## config.mk

```make
export PLATFORM = sky130hd
export DESIGN_NAME = mem_writeback_stage
export DESIGN_NICKNAME = d
export VERILOG_FILES = /design/src/rtl/rv32i_pkg.sv /design/src/rtl/mem_writeback_stage_load_align.sv /design/src/rtl/mem_writeback_stage.sv
export SDC_FILE = /design/constraint.sdc
export NUM_CORES = 1
export LEC_CHECK = 0
export ABC_AREA = 1
export BUFFER_PORTS_ARGS = -buffer_cell sky130_fd_sc_hd__buf_2
export CORE_MARGIN = 2
export CORE_UTILIZATION = 25
export CTS_BUF_LIST = sky130_fd_sc_hd__clkbuf_8 sky130_fd_sc_hd__clkbuf_16
export DETAILED_ROUTE_END_ITERATION = 16
export SYNTH_ARGS = -nofsm -noshare
export SYNTH_HDL_FRONTEND = slang
export SYNTH_SLANG_ARGS = --single-unit
```

## constraint.sdc

```tcl
create_clock -name clk -period 2.1 [get_ports clk]
set_input_delay 0.21 -clock clk [delete_from_list [all_inputs] [get_ports clk]]
set_output_delay 0.21 -clock clk [all_outputs]
set_load 0.02 [all_outputs]
```

## src/rtl/rv32i_pkg.sv

```systemverilog
// Shared RV32I definitions for the memory/writeback stage.
//   XLEN           datapath width
//   F3_*           load/store funct3 width/sign codes
//   wb_state_e     stage controller state encoding
//   access_ok()    true when a load/store funct3 is defined and the address
//                  is naturally aligned for its width
package rv32i_pkg;

   localparam int XLEN = 32;

   localparam logic [2:0] F3_LB  = 3'b000;
   localparam logic [2:0] F3_LH  = 3'b001;
   localparam logic [2:0] F3_LW  = 3'b010;
   localparam logic [2:0] F3_LBU = 3'b100;
   localparam logic [2:0] F3_LHU = 3'b101;
   localparam logic [2:0] F3_SB  = 3'b000;
   localparam logic [2:0] F3_SH  = 3'b001;
   localparam logic [2:0] F3_SW  = 3'b010;

   typedef enum logic [1:0] {
      ST_IDLE = 2'd0,
      ST_REQ  = 2'd1,
      ST_WAIT = 2'd2,
      ST_WB   = 2'd3
   } wb_state_e;

   function automatic logic access_ok(input logic       is_load,
                                      input logic [2:0] funct3,
                                      input logic [1:0] byte_off);
      logic ok;
      ok = 1'b0;
      if (is_load) begin
         case (funct3)
            F3_LB, F3_LBU: ok = 1'b1;
            F3_LH, F3_LHU: ok = ~byte_off[0];
            F3_LW:         ok = (byte_off == 2'b00);
            default:       ok = 1'b0;
         endcase
      end else begin
         case (funct3)
            F3_SB:   ok = 1'b1;
            F3_SH:   ok = ~byte_off[0];
            F3_SW:   ok = (byte_off == 2'b00);
            default: ok = 1'b0;
         endcase
      end
      return ok;
   endfunction

endpackage

```

## src/rtl/mem_writeback_stage_load_align.sv

```systemverilog
// Load data alignment: selects the byte/halfword lane addressed by the low
// address bits and sign- or zero-extends it to a full register value.
//   rdata     in   32  raw word returned by memory
//   byte_off  in   2   low address bits of the load
//   funct3    in   3   load width/sign code
//   value     out  32  register-file value
module load_align
   import rv32i_pkg::*;
(
   input  logic [XLEN-1:0] rdata,
   input  logic [1:0]      byte_off,
   input  logic [2:0]      funct3,
   output logic [XLEN-1:0] value
);

   logic [7:0]  lane_b;
   logic [15:0] lane_h;

   always_comb begin
      lane_b = 8'h00;
      case (byte_off)
         2'd0:    lane_b = rdata[7:0];
         2'd1:    lane_b = rdata[15:8];
         2'd2:    lane_b = rdata[23:16];
         default: lane_b = rdata[31:24];
      endcase
      // Halfword loads are only issued with byte_off[0] clear
      lane_h = byte_off[1] ? rdata[31:16] : rdata[15:0];
   end

   always_comb begin
      value = rdata;
      case (funct3)
         F3_LB:   value = {{24{lane_b[7]}}, lane_b};
         F3_LH:   value = {{16{lane_h[15]}}, lane_h};
         F3_LW:   value = rdata;
         F3_LBU:  value = {24'h000000, lane_b};
         F3_LHU:  value = {16'h0000, lane_h};
         default: value = rdata;
      endcase
   end

endmodule

```

## src/rtl/mem_writeback_stage.sv

```systemverilog
// RV32I memory + writeback stage. Accepts one instruction from EX, performs
// its data-memory access over a req/ready + rvalid interface, aligns load
// data and drives the register-file write port for a single cycle.
//   clk, rst_n                clock, async active-low reset
//   ex_valid / ex_ready       EX handshake (ready only while idle)
//   ex_rd, ex_reg_write       destination register and write flag
//   ex_mem_read/_write        load / store select
//   ex_funct3                 load/store width code
//   ex_result                 ALU result or byte address
//   ex_store_data             store source
//   mem_req/ready/we/addr/wdata/wstrb   memory request channel
//   mem_rvalid/rdata          load response channel
//   rd, data_in, RegWrite     register-file write port
//   mem_err                   sticky misalignment / timeout flag
//
// state   | meaning
// --------+-----------------------------------------------------------
// IDLE    | ready for EX; ALU ops retire from here in one cycle
// REQ     | mem_req held until mem_ready
// WAIT    | load accepted by memory, waiting for mem_rvalid
// WB      | register-file write pulse for the load, then IDLE
module mem_writeback_stage
   import rv32i_pkg::*;
#(
   parameter int unsigned MEM_TIMEOUT = 255,
   parameter int unsigned TO_W        = 8
) (
   input  logic            clk,
   input  logic            rst_n,
   input  logic            ex_valid,
   output logic            ex_ready,
   input  logic [4:0]      ex_rd,
   input  logic            ex_reg_write,
   input  logic            ex_mem_read,
   input  logic            ex_mem_write,
   input  logic [2:0]      ex_funct3,
   input  logic [XLEN-1:0] ex_result,
   input  logic [XLEN-1:0] ex_store_data,
   output logic            mem_req,
   input  logic            mem_ready,
   output logic            mem_we,
   output logic [XLEN-1:0] mem_addr,
   output logic [XLEN-1:0] mem_wdata,
   output logic [3:0]      mem_wstrb,
   input  logic            mem_rvalid,
   input  logic [XLEN-1:0] mem_rdata,
   output logic [4:0]      rd,
   output logic [XLEN-1:0] data_in,
   output logic            RegWrite,
   output logic            mem_err
);

   localparam logic [TO_W:0] TO_LIMIT = (TO_W+1)'(MEM_TIMEOUT);

   wb_state_e       state_q, state_d;
   logic            ex_ready_q, ex_ready_d;
   logic            mem_req_q, mem_req_d;
   logic            mem_we_q, mem_we_d;
   logic [XLEN-1:0] mem_addr_q, mem_addr_d;
   logic [XLEN-1:0] mem_wdata_q, mem_wdata_d;
   logic [3:0]      mem_wstrb_q, mem_wstrb_d;
   logic [4:0]      rd_q, rd_d;
   logic [XLEN-1:0] data_in_q, data_in_d;
   logic            reg_write_q, reg_write_d;
   logic            mem_err_q, mem_err_d;
   logic [TO_W-1:0] to_cnt_q, to_cnt_d;
   logic [2:0]      f3_q, f3_d;
   logic [1:0]      off_q, off_d;
   logic [4:0]      ld_rd_q, ld_rd_d;
   logic            ld_wr_q, ld_wr_d;

   logic [TO_W:0]   to_inc;
   logic            to_expire;
   logic [3:0]      st_strb;
   logic [XLEN-1:0] st_wdata;
   logic [XLEN-1:0] load_val;
   logic            is_mem;
   logic            is_load;

   load_align u_load_align (
      .rdata    (mem_rdata),
      .byte_off (off_q),
      .funct3   (f3_q),
      .value    (load_val)
   );

   assign to_inc    = {1'b0, to_cnt_q} + (TO_W+1)'(1);
   assign to_expire = (to_inc >= TO_LIMIT);
   assign is_mem    = ex_mem_read | ex_mem_write;
   assign is_load   = ex_mem_read;

   // Store lanes: the addressed byte/halfword is replicated across the word
   // so memory only needs the strobes to place it.
   always_comb begin
      st_strb  = 4'b1111;
      st_wdata = ex_store_data;
      case (ex_funct3)
         F3_SB: begin
            st_strb  = 4'b0001 << ex_result[1:0];
            st_wdata = {4{ex_store_data[7:0]}};
         end
         F3_SH: begin
            st_strb  = 4'b0011 << ex_result[1:0];
            st_wdata = {2{ex_store_data[15:0]}};
         end
         default: begin
            st_strb  = 4'b1111;
            st_wdata = ex_store_data;
         end
      endcase
   end

   always_comb begin
      state_d     = state_q;
      mem_req_d   = mem_req_q;
      mem_we_d    = mem_we_q;
      mem_addr_d  = mem_addr_q;
      mem_wdata_d = mem_wdata_q;
      mem_wstrb_d = mem_wstrb_q;
      rd_d        = rd_q;
      data_in_d   = data_in_q;
      reg_write_d = 1'b0;
      mem_err_d   = mem_err_q;
      to_cnt_d    = to_cnt_q;
      f3_d        = f3_q;
      off_d       = off_q;
      ld_rd_d     = ld_rd_q;
      ld_wr_d     = ld_wr_q;

      case (state_q)
         ST_IDLE: begin
            if (ex_valid) begin
               if (is_mem) begin
                  if (access_ok(is_load, ex_funct3, ex_result[1:0])) begin
                     state_d    = ST_REQ;
                     mem_req_d  = 1'b1;
                     mem_we_d   = ~is_load;
                     mem_addr_d = {ex_result[XLEN-1:2], 2'b00};
                     to_cnt_d   = '0;
                     f3_d       = ex_funct3;
                     off_d      = ex_result[1:0];
                     ld_rd_d    = ex_rd;
                     ld_wr_d    = is_load & ex_reg_write & (ex_rd != 5'd0);
                     if (is_load) begin
                        mem_wstrb_d = 4'b0000;
                     end else begin
                        mem_wstrb_d = st_strb;
                        mem_wdata_d = st_wdata;
                     end
                  end else begin
                     mem_err_d = 1'b1;
                  end
               end else if (ex_reg_write && (ex_rd != 5'd0)) begin
                  reg_write_d = 1'b1;
                  rd_d        = ex_rd;
                  data_in_d   = ex_result;
               end
            end
         end
         ST_REQ: begin
            if (mem_ready) begin
               mem_req_d = 1'b0;
               to_cnt_d  = '0;
               state_d   = mem_we_q ? ST_IDLE : ST_WAIT;
            end else if (to_expire) begin
               mem_req_d = 1'b0;
               mem_err_d = 1'b1;
               to_cnt_d  = '0;
               state_d   = ST_IDLE;
            end else begin
               to_cnt_d = to_inc[TO_W-1:0];
            end
         end
         ST_WAIT: begin
            if (mem_rvalid) begin
               state_d = ST_WB;
               if (ld_wr_q) begin
                  reg_write_d = 1'b1;
                  rd_d        = ld_rd_q;
                  data_in_d   = load_val;
               end
            end else if (to_expire) begin
               mem_err_d = 1'b1;
               to_cnt_d  = '0;
               state_d   = ST_IDLE;
            end else begin
               to_cnt_d = to_inc[TO_W-1:0];
            end
         end
         ST_WB: begin
            state_d = ST_IDLE;
         end
         default: begin
            state_d   = ST_IDLE;
            mem_req_d = 1'b0;
         end
      endcase

      ex_ready_d = (state_d == ST_IDLE);
   end

   always_ff @(posedge clk or negedge rst_n) begin
      if (!rst_n) begin
         state_q     <= ST_IDLE;
         ex_ready_q  <= 1'b1;
         mem_req_q   <= 1'b0;
         mem_we_q    <= 1'b0;
         mem_addr_q  <= '0;
         mem_wdata_q <= '0;
         mem_wstrb_q <= 4'b0000;
         rd_q        <= 5'd0;
         data_in_q   <= '0;
         reg_write_q <= 1'b0;
         mem_err_q   <= 1'b0;
         to_cnt_q    <= '0;
         f3_q        <= 3'b000;
         off_q       <= 2'b00;
         ld_rd_q     <= 5'd0;
         ld_wr_q     <= 1'b0;
      end else begin
         state_q     <= state_d;
         ex_ready_q  <= ex_ready_d;
         mem_req_q   <= mem_req_d;
         mem_we_q    <= mem_we_d;
         mem_addr_q  <= mem_addr_d;
         mem_wdata_q <= mem_wdata_d;
         mem_wstrb_q <= mem_wstrb_d;
         rd_q        <= rd_d;
         data_in_q   <= data_in_d;
         reg_write_q <= reg_write_d;
         mem_err_q   <= mem_err_d;
         to_cnt_q    <= to_cnt_d;
         f3_q        <= f3_d;
         off_q       <= off_d;
         ld_rd_q     <= ld_rd_d;
         ld_wr_q     <= ld_wr_d;
      end
   end

   assign ex_ready  = ex_ready_q;
   assign mem_req   = mem_req_q;
   assign mem_we    = mem_we_q;
   assign mem_addr  = mem_addr_q;
   assign mem_wdata = mem_wdata_q;
   assign mem_wstrb = mem_wstrb_q;
   assign rd        = rd_q;
   assign data_in   = data_in_q;
   assign RegWrite  = reg_write_q;
   assign mem_err   = mem_err_q;

endmodule
```

==> results of run 1 <==
cells by family (layout without fill, tap and decap cells):
family	after synthesis	count (layout)	share of synthesized area
buffers and inverters	104	346	0.0701
xor gates and xnor gates	1	1	0.00134
other	1	9	0.000573
and+or+nand+nor	418	418	0.258
adders and majority gates	6	6	0.0115
DFF	129	129	0.493
AOI/OAI and AO/OA	186	186	0.165
repair_timing:
| item | 4_1_cts | 5_1_grt |
|---|---|---|
| setup endpoints to repair | 0 | 7 |
| hold buffers | 12 | 0 |
| endpoints found under the hold margin | 53 | 0 |
| resized for setup | 0 | 1 |
| buffers inserted | 0 | 0 |
cell usage in the layout, fill, tap and decap left out, types with 2 or more instances in the layout:
cell type,netlist,final
a21oi_1,52,52
a31oi_1,12,12
buf_12,0,3
buf_2,14,218
buf_4,5,20
bufinv_16,0,4
clkbuf_16,0,17
clkinv_4,0,3
clkinvlp_4,0,4
conb_1,1,2
dfrtp_1,128,127
diode_2,0,7
dlygate4sd3_1,0,12
ha_1,6,5
inv_1,53,53
inv_2,6,6
inv_6,0,3
nand2_1,337,337
nand2_2,4,4
nand3_1,21,21
nand3b_1,2,2
nand4_1,5,5
nor2_1,38,38
nor2_2,4,4
nor2_4,2,2
nor3_1,2,2
o211ai_1,29,29
o211ai_2,2,2
o21a_1,3,3
o21ai_0,58,58
o21ai_1,18,18
o21ai_2,8,8
o21bai_1,2,2
state kept, by name (all words and copies together) (netlist names):
| name | count |
|---|---|
| data_in | 32 |
| ld_rd_q | 5 |
| mem_wstrb | 4 |
| mem_req | 1 |
| RegWrite | 1 |
| rd | 5 |
| off_q | 2 |
| mem_addr | 30 |
| mem_err | 1 |
| f3_q | 3 |
| mem_we | 1 |
| to_cnt_q | 8 |
| ex_ready | 1 |
| mem_wdata | 32 |
| state_q | 2 |
| ld_wr_q | 1 |
cell type report:
type,instances,share of cell area
Sequential cell,129,0.366
Multi-Input combinational cell,613,0.325
Timing Repair Buffer,254,0.162
Clock buffer,17,0.0482
Tap cell,335,0.0475
Inverter,60,0.0258
Clock inverter,15,0.0235
Antenna cell,7,0.00198
worst max path at each step:
stage | startpoint | to | slack [ns] | cells after the start
floorplan | state_q[1] | mem_we | 0.38 | 9
global placement | ex_rd[4] | data_in[23] | 0.16 | 11
detailed placement | ex_rd[4] | data_in[23] | 0.18 | 11
CTS | to_cnt_q[0] | to_cnt_q[2] | 0.17 | 13
global route | state_q[0] | mem_wdata[4] | 0.001 | 9
finish | state_q[0] | mem_wdata[26] | 0.21 | 9
metal layers:
layer | up-vias | share of wire
li1 | 3210 | -
met1 | 2973 | 0.44
met2 | 189 | 0.47
met3 | 32 | 0.068
met4 | 0 | 0.021
met5 | - | 0
power groups by stage:
stage          sequential [µW]  combinational (µW)  clock, µW
2_1_floorplan             5490                3060          0
5_1_grt                   4440                7260       3420
4_1_cts                   4300                6570       3320
3_3_place_gp              4310                6460          0
3_5_place_dp              4320                6540          0
6_report                  4290                6490       3220
metrics by stage:
step | instances | cell area, µm² | setup WS, ns | hold WS [ns]
floorplan | 846 | 6550 | 0.380 | -0.0856
global placement | 1379 | 8060 | 0.165 | 0.199
detailed placement | 1379 | 8060 | 0.178 | 0.199
CTS | 1423 | 8810 | 0.170 | 0.00000308
global route | 1428 | 8820 | 0.00110 | 0.0107
finish | 1430 | 8830 | 0.213 | 0.0248
critical path, stage by stage (launching register included):
cell	delay, ns
dfrtp_1	0.40
inv_1	0.10
ha_1	0.22
inv_1	0.10
nor2_1	0.22
nand3_4	0.15
nor2_8	0.19
inv_4	0.20
nand2_1	0.10
o21ai_1	0.06
==> results.md, run 1 <==
- Status: completed
- CTS tree: built
- Synth Instances: ~850
- RR Endpoint: mem_wdata[26]
- Count leader, synth: nand2_1
- Ports: between 200 and 250
- Final worst path period need: about 1.9 ns
- Core box area: approximately 26,000 µm²
- HP Class: in2reg
- Clock share of power: 0.230
- Num rows: 59
- CP startpoint kind: flop
- First-pass GRT wire length: 35,200 µm
- Worst reg2reg startpoint: state_q[0]
- Flop2flop setup slack: about 0.21 ns
- Multi-input gate area: between 2000 and 3000 µm²
- Final Util: 0.341
- Primary FF master, synth: dfrtp_1
- Worst Hold Endpoint: mem_addr[13]
- Overall Global Routing Usage: 0.163
- Combinational Power Share: 0.464
- Sequential fraction of design power: 0.306
- Hold Startpoint: ex_result[13]
- Initial Util: 0.253
- Clock root buffer: clkbuf_16
- Post-synth EDFFs: 0
- Leak Pwr: 0.00462 µW
- Period Utilization, post-route: 0.899
- Hold Path Depth: 3
- Most frequent cells after synthesis: nand2_1 (337), dfrtp_1 (128), o21ai_0 (58)
- Area delta synth->final: 34.8%
- Largest net degree at the start of global routing: between 40 and 50
- Layout Nets: between 1,000 and 1,500
- Fillers: approximately 2,700
- Clock Sinks: 129
- Port Buffers: about 220
- Worst-path fanout max: between 40 and 50
- H-tree depth: 4
- Final setup fails: 0
- DIE HEIGHT: 166 µm
- Clock Pin Slew Worst Setup and Hold Paths: ~0.060 ns
- FMAX: ~0.53 GHz
- HPWL Detailed: about 17,000 µm
- Die ar.: roughly 28,000 µm²
- Critical path endpoint category: flop
- Via density: around 4.5
- Worst EP required: about 2.4 ns
- RSZ-0062 raised after global routing: no
- Setup TNS: 0 ns
- Max Cap Viol: 0
- Power density over the cells: roughly 1600 nW/µm²
- Total Wirelength: 22,300 µm
- Pins Over Slew Limit: 0
- Reg area: between 3000 and 4000 µm²
- Slew HR: 0.343
- Sequential fraction of the synthesis area: 0.493
- ANT nets after route: 0
- Met1 Use GR: 0.203
- Worst reg-to-reg path cell count: 9
- Crit Path Category: reg2reg
- GRT met2 Usage: 0.267
- Synth top area cells: dfrtp_1 (49%), nand2_1 (19%), o21ai_0 (4.4%)
- Via Count: ~6,400
- Yosys top cell by area: dfrtp_1
- Least-Margin Pin Slew: 0.982 ns
- Share of synthesized registers carrying an async set or reset: 1.00
- Clock Latency Late Sink: 0.42 ns
- Drt pass-1 iters: 5
- Hold Vio Cnt, Final: 0
- CP arrival: between 2 and 2.5 ns
- Chip width: 166 µm
- Psw: between 6000 and 7000 µW
- Proportion of layout cells with a drive suffix above 1: 0.282
- Overall Power: 14,000 µW
- Vias in the first global route: about 6,400
- Cell-internal power: between 7000 and 8000 µW
- Net Sw Frac: 0.444
- Met3 usage: 0.0481
- Detailed Route Iter0 Violations: 374
- Synth warn: 0
- Worst vdd ir: roughly 0.62 mV
- Clk_skew: 0.0116 ns
- Synth unique cells: 35
- Synthesized flop and latch total: 129
- Initial antenna violation count: 7
- Mapped cell area: 6550 µm²
- Most used routing layer: met2
- TritonCTS Buffers: 17
- GPL Wtd Cong: 0.825
- Clock tree buffer depth: 2
- DRC errors left: 0
- Top cell type's share of synthesized area: 0.489
- Overflow after GRT: 0
- Routed len/inst: approximately 16 µm
- Syn Area/Cell: a little under 8 µm²
(Power assumes the default switching activity.)
==> run 2, diff against run 1 <==
- BUFFER_PORTS_ARGS: -buffer_cell sky130_fd_sc_hd__buf_2 -> -buffer_cell sky130_fd_sc_hd__buf_4
- MAX_ROUTING_LAYER: not set -> met4
==> run 2 against run 1 <==
Compared with the run above: first-iteration DRC count is 7.0% higher; non-clock buffer count up 8; design area up 7.5%; via count increased by 0.81%; clock skew about the same; sequential share of layout area down 2.6 points; largest power group unchanged.
==> results.md, run 2 (synthesis results as in run 1) <==
- Total Wirelength: 22,700 µm (was 22,300 µm)
- Initial antenna violation count: 0 (was 7)
- Vias in the first global route: 6,460 (was 6,409)
- Proportion of layout cells with a drive suffix above 1: 0.277 (was 0.282)
- Final worst path period need: 1.98 ns (was 1.89 ns)
- HP Class: in2reg (unchanged)
- Initial Util: 0.253 (unchanged)
- Commonest non-fill, non-tap cells in the layout: nand2_1 (337), buf_4 (233), dfrtp_1 (128) (was nand2_1 (337), buf_2 (218), dfrtp_1 (127))
- Chip width: 166 µm (unchanged)
- Worst vdd ir: 0.655 mV (was 0.624 mV)
- Power density over the cells: 1560 nW/µm² (was 1590 nW/µm²)
- Least-Margin Pin Slew: 0.690 ns (was 0.982 ns)
- Psw: 6270 µW (was 6210 µW)
- Hold Vio Cnt, Final: 0 (unchanged)
- Layout Nets: 1,201 (was 1,193)
- Antenna diode count: 0 (was 7)
- Worst-path fanout max: 15 (was 46)
- Num rows: 59 (unchanged)
- Net Sw Frac: 0.424 (was 0.444)
- Clock share of power: 0.225 (was 0.230)
- Leak Pwr: 0.00485 µW (was 0.00462 µW)
- Largest net degree at the start of global routing: 62 (was 47)
- ANT nets after route: 0 (unchanged)
- First-pass GRT wire length: 35,600 µm (was 35,200 µm)
- Cell-internal power: 8510 µW (was 7790 µW)
- HPWL Detailed: 16,600 µm (about the same)
- Most common cell after layout, fill and taps aside: nand2_1 (unchanged)
- Hold_ws: 0.00891 ns (was 0.0248 ns)
- Detailed Route Iter0 Violations: 400 (was 374)
- Worst EP required: 2.40 ns (was 2.39 ns)
- Sequential fraction of design power: 0.297 (was 0.306)
- Overall Power: 14,800 µW (was 14,000 µW)
- Drt pass-1 iters: 4 (was 5)
- Overflow after GRT: 0 (unchanged)
- CTS tree: built (unchanged)
- Critical path endpoint category: flop (unchanged)
- Pins Over Slew Limit: 0 (unchanged)
- CP arrival: 2.28 ns (was 2.17 ns)
- Via density: 4.51 (was 4.48)
- Overall Global Routing Usage: 0.168 (was 0.163)
- Crit Path Category: reg2reg (unchanged)
- Status: completed (unchanged)
- DIE HEIGHT: 166 µm (unchanged)
- Combinational Power Share: 0.478 (was 0.464)
- Clock root buffer: clkbuf_16 (unchanged)
- Die ar.: 27,500 µm² (unchanged)
- Period Utilization, post-route: 0.942 (was 0.899)
- TritonCTS Buffers: 17 (unchanged)
- Port Buffers: 219 (unchanged)
- Routed len/inst: 15.9 µm (was 15.6 µm)
- Area delta synth->final: 45.0% (was 34.8%)
- Max Cap Viol: 0 (unchanged)
- Clk_skew: 0.0115 ns (was 0.0116 ns)
- DRC errors left: 0 (unchanged)
- GPL Wtd Cong: 0.881 (was 0.825)
- Clock tree buffer depth: 2 (unchanged)
- Core box area: 25,900 µm² (unchanged)
- H-tree depth: 4 (unchanged)
- FMAX: 0.506 GHz (was 0.530 GHz)
- Via Count: 6,456 (was 6,404)
- Clock Pin Slew Worst Setup and Hold Paths: 0.06 ns (about the same)
- Clock Sinks: 129 (unchanged)
- RSZ-0062 raised after global routing: yes (was no)
- Clock Latency Late Sink: 0.42 ns (about the same)
- Slew HR: 0.539 (was 0.343)
- Ports: 222 (unchanged)
- CP startpoint kind: flop (unchanged)
- Final setup fails: 0 (unchanged)
-- run 2: cell types whose count changed in the layout (fill, tap and decap cells not counted), moves of 2 or more --
cell and change:
diode_2 -7, dlygate4sd3_1 +10, buf_4 +213, clkinvlp_4 -4, clkinv_2 +2, buf_2 -218
inv_2 -3, buf_12 +2, inv_4 +2
-- run 2: worst paths after layout --
check                      cells past startpoint            to  slack (ns)           from
max                                           11   data_in[21]        0.12       off_q[1]
min                                            3  mem_addr[22]       0.009  ex_result[22]
max reg2reg                                   11   data_in[21]        0.12       off_q[1]
min reg2reg                                    2  mem_wdata[8]        0.47   mem_wdata[8]
max in group asynchronous                      3         rd[3]        1.22          rst_n
min in group asynchronous                      2   data_in[27]        0.26          rst_n
-- run 2: timing repair --
item | CTS | global route
hold buffers | 22 | 0
cloned | 0 | 0
endpoints found under the hold margin | 55 | 0
resized for setup | 1 | 6
setup buffers | 0 | 4
endpoints found under the setup margin | 2 | 84
pin swaps | 0 | 1
-- run 2: routing by layer --
layer	GRT usage	part of all wire
met2	0.267	0.47
met3	0.0396	0.055
met1	0.214	0.45
met5	-	0
met4	0.0491	0.017
-- run 2: worst max-delay path: stages (launching register included) --
cell,delay [ns]
dfrtp_1,0.60
inv_2,0.07
nor2_1,0.18
nand2_1,0.07
o21ai_1,0.07
a31oi_1,0.07
nand2_2,0.19
nand2_1,0.11
inv_2,0.22
nand2_1,0.11
o211ai_1,0.10
nand2_1,0.08
-- run 2: area by class of cell --
cell class | count | area, µm²
Clock buffer | 18 | 439
Clock inverter | 13 | 209
Fill cell | 2720 | 16400
Inverter | 60 | 238
Multi-Input combinational cell | 613 | 2870
Sequential cell | 129 | 3230
Tap cell | 335 | 419
Timing Repair Buffer | 262 | 2090
-- run 2: per-stage QoR --
stage                     instances  setup TNS, ns  utilization  setup slack (ns)  cell area (µm²)
after floorplan                 846              0            -             0.380             6550
after global placement         1373              0        0.331            0.0937             8570
after detailed placement       1373       -0.00163        0.331          -0.00163             8570
after CTS                      1426              0        0.364           0.00521             9440
after global routing           1430        -0.0355        0.366           -0.0223             9490
final                          1430              0        0.366             0.122             9490
-- run 2: power by group through the flow --
stage | sequential, µW | clock, µW | combinational, µW
floorplan | 5490 | 0 | 3060
global placement | 4400 | 0 | 6940
detailed placement | 4400 | 0 | 7060
CTS | 4390 | 3400 | 7100
global route | 4550 | 3520 | 7790
finish | 4390 | 3330 | 7060
==> run 3, diff against run 2 <==
- SYNTH_HIERARCHICAL: not set -> 1
==> run 3 against run 2 <==
Compared with the run above: design area decreased by 0.26%; global-route usage decreased by 1.1 points; count of clock-buffer cells in the layout increased by 1; core utilization decreased by 1.6 points; first-iteration DRC count increased by 2.0%; sequential share of layout area increased by 0.090 points; critical endpoint is now data_in[1].
==> results.md, run 3 <==
- Status: completed (unchanged)
- Detailed Route Iter0 Violations: 408 (was 400)
- Clock Pin Slew Worst Setup and Hold Paths: 0.06 ns (about the same)
- FMAX: 0.539 GHz (was 0.506 GHz)
- Max Cap Viol: 0 (unchanged)
- Via density: 4.56 (was 4.51)
- TritonCTS Buffers: 17 (unchanged)
- Worst EP required: 2.44 ns (was 2.40 ns)
- Final worst path period need: 1.85 ns (was 1.98 ns)
- Clock Latency Late Sink: 0.42 ns (about the same)
- Most frequent cells after synthesis: nand2_1 (232), dfrtp_1 (128), a21oi_1 (118) (was nand2_1 (337), dfrtp_1 (128), o21ai_0 (58))
- Crit Path Category: reg2reg (unchanged)
- Hold Path Depth: 3 (unchanged)
- Layout Nets: 1,232 (was 1,201)
- Adder-cell share of the synthesized area: 0.0109 (was 0.0115)
- Share of synthesized registers carrying an async set or reset: 1.00 (unchanged)
- Synthesized flop and latch total: 129 (unchanged)
- Fillers: 2,888 (was 2,720)
- Slew HR: 0.615 (was 0.539)
- RR Endpoint: data_in[1] (was data_in[21])
- Synth top area cells: dfrtp_1 (46%), nand2_1 (13%), a21oi_1 (8.6%) (was dfrtp_1 (49%), nand2_1 (19%), o21ai_0 (4.4%))
- Primary FF master, synth: dfrtp_1 (unchanged)
- Overall Global Routing Usage: 0.157 (was 0.168)
- Final Util: 0.350 (was 0.366)
- Setup ws final: 0.246 ns (was 0.122 ns)
- Dpl ws: 0.263 ns (was -0.00163 ns)
- Flop2flop setup slack: 0.25 ns (was 0.12 ns)
- CP arrival: 2.19 ns (was 2.28 ns)
- Slowest cell on crit path: dfrtp_1 (unchanged)
- Post-cts sizing count: 0 (was 1)
- Total Wirelength: 22,100 µm (was 22,700 µm)
- Core box area: 27,000 µm² (was 25,900 µm²)
- Clock tree buffer depth: 2 (unchanged)
- Commonest non-fill, non-tap cells in the layout: nand2_1 (232), buf_4 (231), dfrtp_1 (128) (was nand2_1 (337), buf_4 (233), dfrtp_1 (128))
- Final setup fails: 0 (unchanged)
- Mapped cell area: 6910 µm² (was 6550 µm²)
- Setup TNS: 0 ns (unchanged)
- Critical path's largest stage delay: 0.40 ns (was 0.60 ns)
- Hold Startpoint: ex_store_data[1] (was ex_result[22])
- Count leader, synth: nand2_1 (unchanged)
- Period Utilization, post-route: 0.883 (was 0.942)
- Die ar.: 29,000 µm² (was 27,500 µm²)
- Simple-gate share of the synthesized area: 0.249 (was 0.258)
- Num rows: 60 (was 59)
- Power density over the cells: 1540 nW/µm² (was 1560 nW/µm²)
- Clock Sinks: 129 (unchanged)
- Overflow after GRT: 0 (unchanged)
- GPL Wtd Cong: 0.892 (was 0.881)
- Clock root buffer: clkbuf_16 (unchanged)
- Area delta synth->final: 37.1% (was 45.0%)
- Leak Pwr: 0.00488 µW (was 0.00485 µW)
- Synth warn: 6 (was 0)
- Syn Area/Cell: 7.63 µm² (was 7.75 µm²)
- Post-synth EDFFs: 0 (unchanged)
- Pins Over Slew Limit: 0 (unchanged)
- CP startpoint kind: flop (unchanged)
- Synth Instances: 905 (was 845)
- Yosys top cell by area: dfrtp_1 (unchanged)
- Worst vdd ir: 0.616 mV (was 0.655 mV)
- Least-Margin Pin Slew: 0.577 ns (was 0.690 ns)
- Ports: 222 (unchanged)
- Initial antenna violation count: 0 (unchanged)
- Initial Util: 0.256 (was 0.253)
- Worst Hold Endpoint: mem_wdata[1] (was mem_addr[22])
- Worst-path fanout max: 74 (was 15)
- DRC errors left: 0 (unchanged)
- Crit path cell chain: inv_1 > ha_2 > nand2_1 > o22ai_1 > a21boi_4 > buf_12 > nor2_1 > a21oi_1 (was inv_2 > nor2_1 > nand2_1 > o21ai_1 > a31oi_1 > nand2_2 > nand2_1 > inv_2 > nand2_1 > o211ai_1 > nand2_1)
- HP Class: in2reg (unchanged)
- Largest net degree at the start of global routing: 75 (was 62)
- Sequential fraction of the synthesis area: 0.468 (was 0.493)
- Critical path endpoint category: flop (unchanged)
- CP bufs+invs: 2 (unchanged)
- CP startpoint: state_q[0] (was off_q[1])
- Top cell type's share of synthesized area: 0.464 (was 0.489)
- Synth unique cells: 36 (was 35)
- RSZ-0062 raised after global routing: no (was yes)
- ANT nets after route: 0 (unchanged)
- Placed Area: 8880 µm² (was 8570 µm²)
- Port Buffers: 219 (unchanged)
- Hold Vio Cnt, Final: 0 (unchanged)
- HPWL Detailed: 16,500 µm (was 16,600 µm)
- Antenna diode count: 0 (unchanged)
- Fin area: 9470 µm² (was 9490 µm²)
- Chip width: 170 µm (was 166 µm)
- CTS tree: built (unchanged)
- DIE HEIGHT: 170 µm (was 166 µm)
- Via Count: 6,690 (was 6,456)
- First-pass GRT wire length: 34,900 µm (was 35,600 µm)
- Clk_skew: 0.0131 ns (was 0.0115 ns)
- Worst reg-to-reg path cell count: 8 (was 11)
- Largest family of logic cells by synthesized area: simple AND/OR/NAND/NOR gates (unchanged)
- Mux contribution to synthesized area: 0 (unchanged)
- Worst reg2reg startpoint: state_q[0] (was off_q[1])
- Synth Area in Compound Gates: 0.176 (was 0.165)
- Delay-heaviest family, CP: compound AO/OA/AOI/OAI gates (was simple AND/OR/NAND/NOR gates)
- Drt pass-1 iters: 5 (was 4)
- Routed len/inst: 15.1 µm (was 15.9 µm)
- Most common cell after layout, fill and taps aside: nand2_1 (unchanged)
- Xor-xnor portion of the synthesized cell area: 0 (was 0.00134)
- H-tree depth: 4 (unchanged)
- Proportion of layout cells with a drive suffix above 1: 0.291 (was 0.277)
- Vias in the first global route: 6,532 (was 6,460)
==> run 3: cell types whose count changed in the layout (fill, tap and decap cells not counted), moves of 13 or more <==
cell	delta
o211ai_1	-29
nand2_1	-105
nor2_1	+59
nand3_2	+14
a21oi_1	+66
dlygate4sd3_1	-21
inv_1	+34
o21ai_0	+13
==> run 3: power by group <==
part | internal (µW) | leakage (µW) | total, µW | switching [µW]
Sequential | 3590 | 0.00159 | 4270 | 681
Combinational | 2840 | 0.00301 | 7320 | 4480
Clock | 1710 | 0.000281 | 2950 | 1240
==> run 3: worst max-delay path by stage <==
stage                         endpoint  depth (start not counted)
after floorplan           mem_wdata[7]                          8
after global placement     data_in[11]                         10
after detailed placement   data_in[26]                          8
after CTS                  data_in[26]                          8
after global routing       to_cnt_q[3]                         10
final                       data_in[1]                          8
==> run 3: cell type report <==
cell class | count | area (µm²) | share of cell area
flip-flops and latches | 129 | 3230 | 0.341
multi-input cells | 630 | 3030 | 0.320
repair buffers | 237 | 1840 | 0.194
clock buffers | 19 | 453 | 0.0478
well taps | 341 | 427 | 0.0451
inverters | 99 | 372 | 0.0392
clock inverters | 13 | 125 | 0.0132
==> run 3: worst reg2reg max path, delay by kind of cell, from the launching register on <==
family,cells,cell delay (ns)
AOI/OAI and AO/OA,3,0.49
adders and majority gates,1,0.22
DFF,1,0.40
and+or+nand+nor,2,0.27
buffers and inverters,2,0.39
==> run 3: what timing repair did <==
action,in CTS,in global routing
buffers inserted,0,0
endpoints found under the hold margin,50,0
hold buffers,1,0
==> run 3: routing by layer <==
layer,part of all wire,global-route usage,wire (µm)
met1,0.46,0.205,10100
met2,0.47,0.248,10300
met3,0.067,0.0391,1480
met4,0.010,0.0323,229
met5,0,-,0
==> run 3: kinds of logic (layout without fill, tap and decap cells) <==
group | count (synthesis) | in the layout
other | 1 | 2
flip-flops | 129 | 129
buffers and inverters | 147 | 368
AND/OR/NAND/NOR | 395 | 395
adder cells (fa/ha/maj) | 6 | 6
AO/OA/AOI/OAI | 227 | 227
==> run 3: metrics by stage <==
step | total power [µW] | hold slack (ns) | instances
floorplan | 8960 | -0.0856 | 906
global placement | 11600 | 0.229 | 1435
detailed placement | 11700 | 0.231 | 1435
CTS | 14800 | 0.00270 | 1468
global route | 15600 | 0.0176 | 1468
finish | 14500 | 0.0180 | 1468
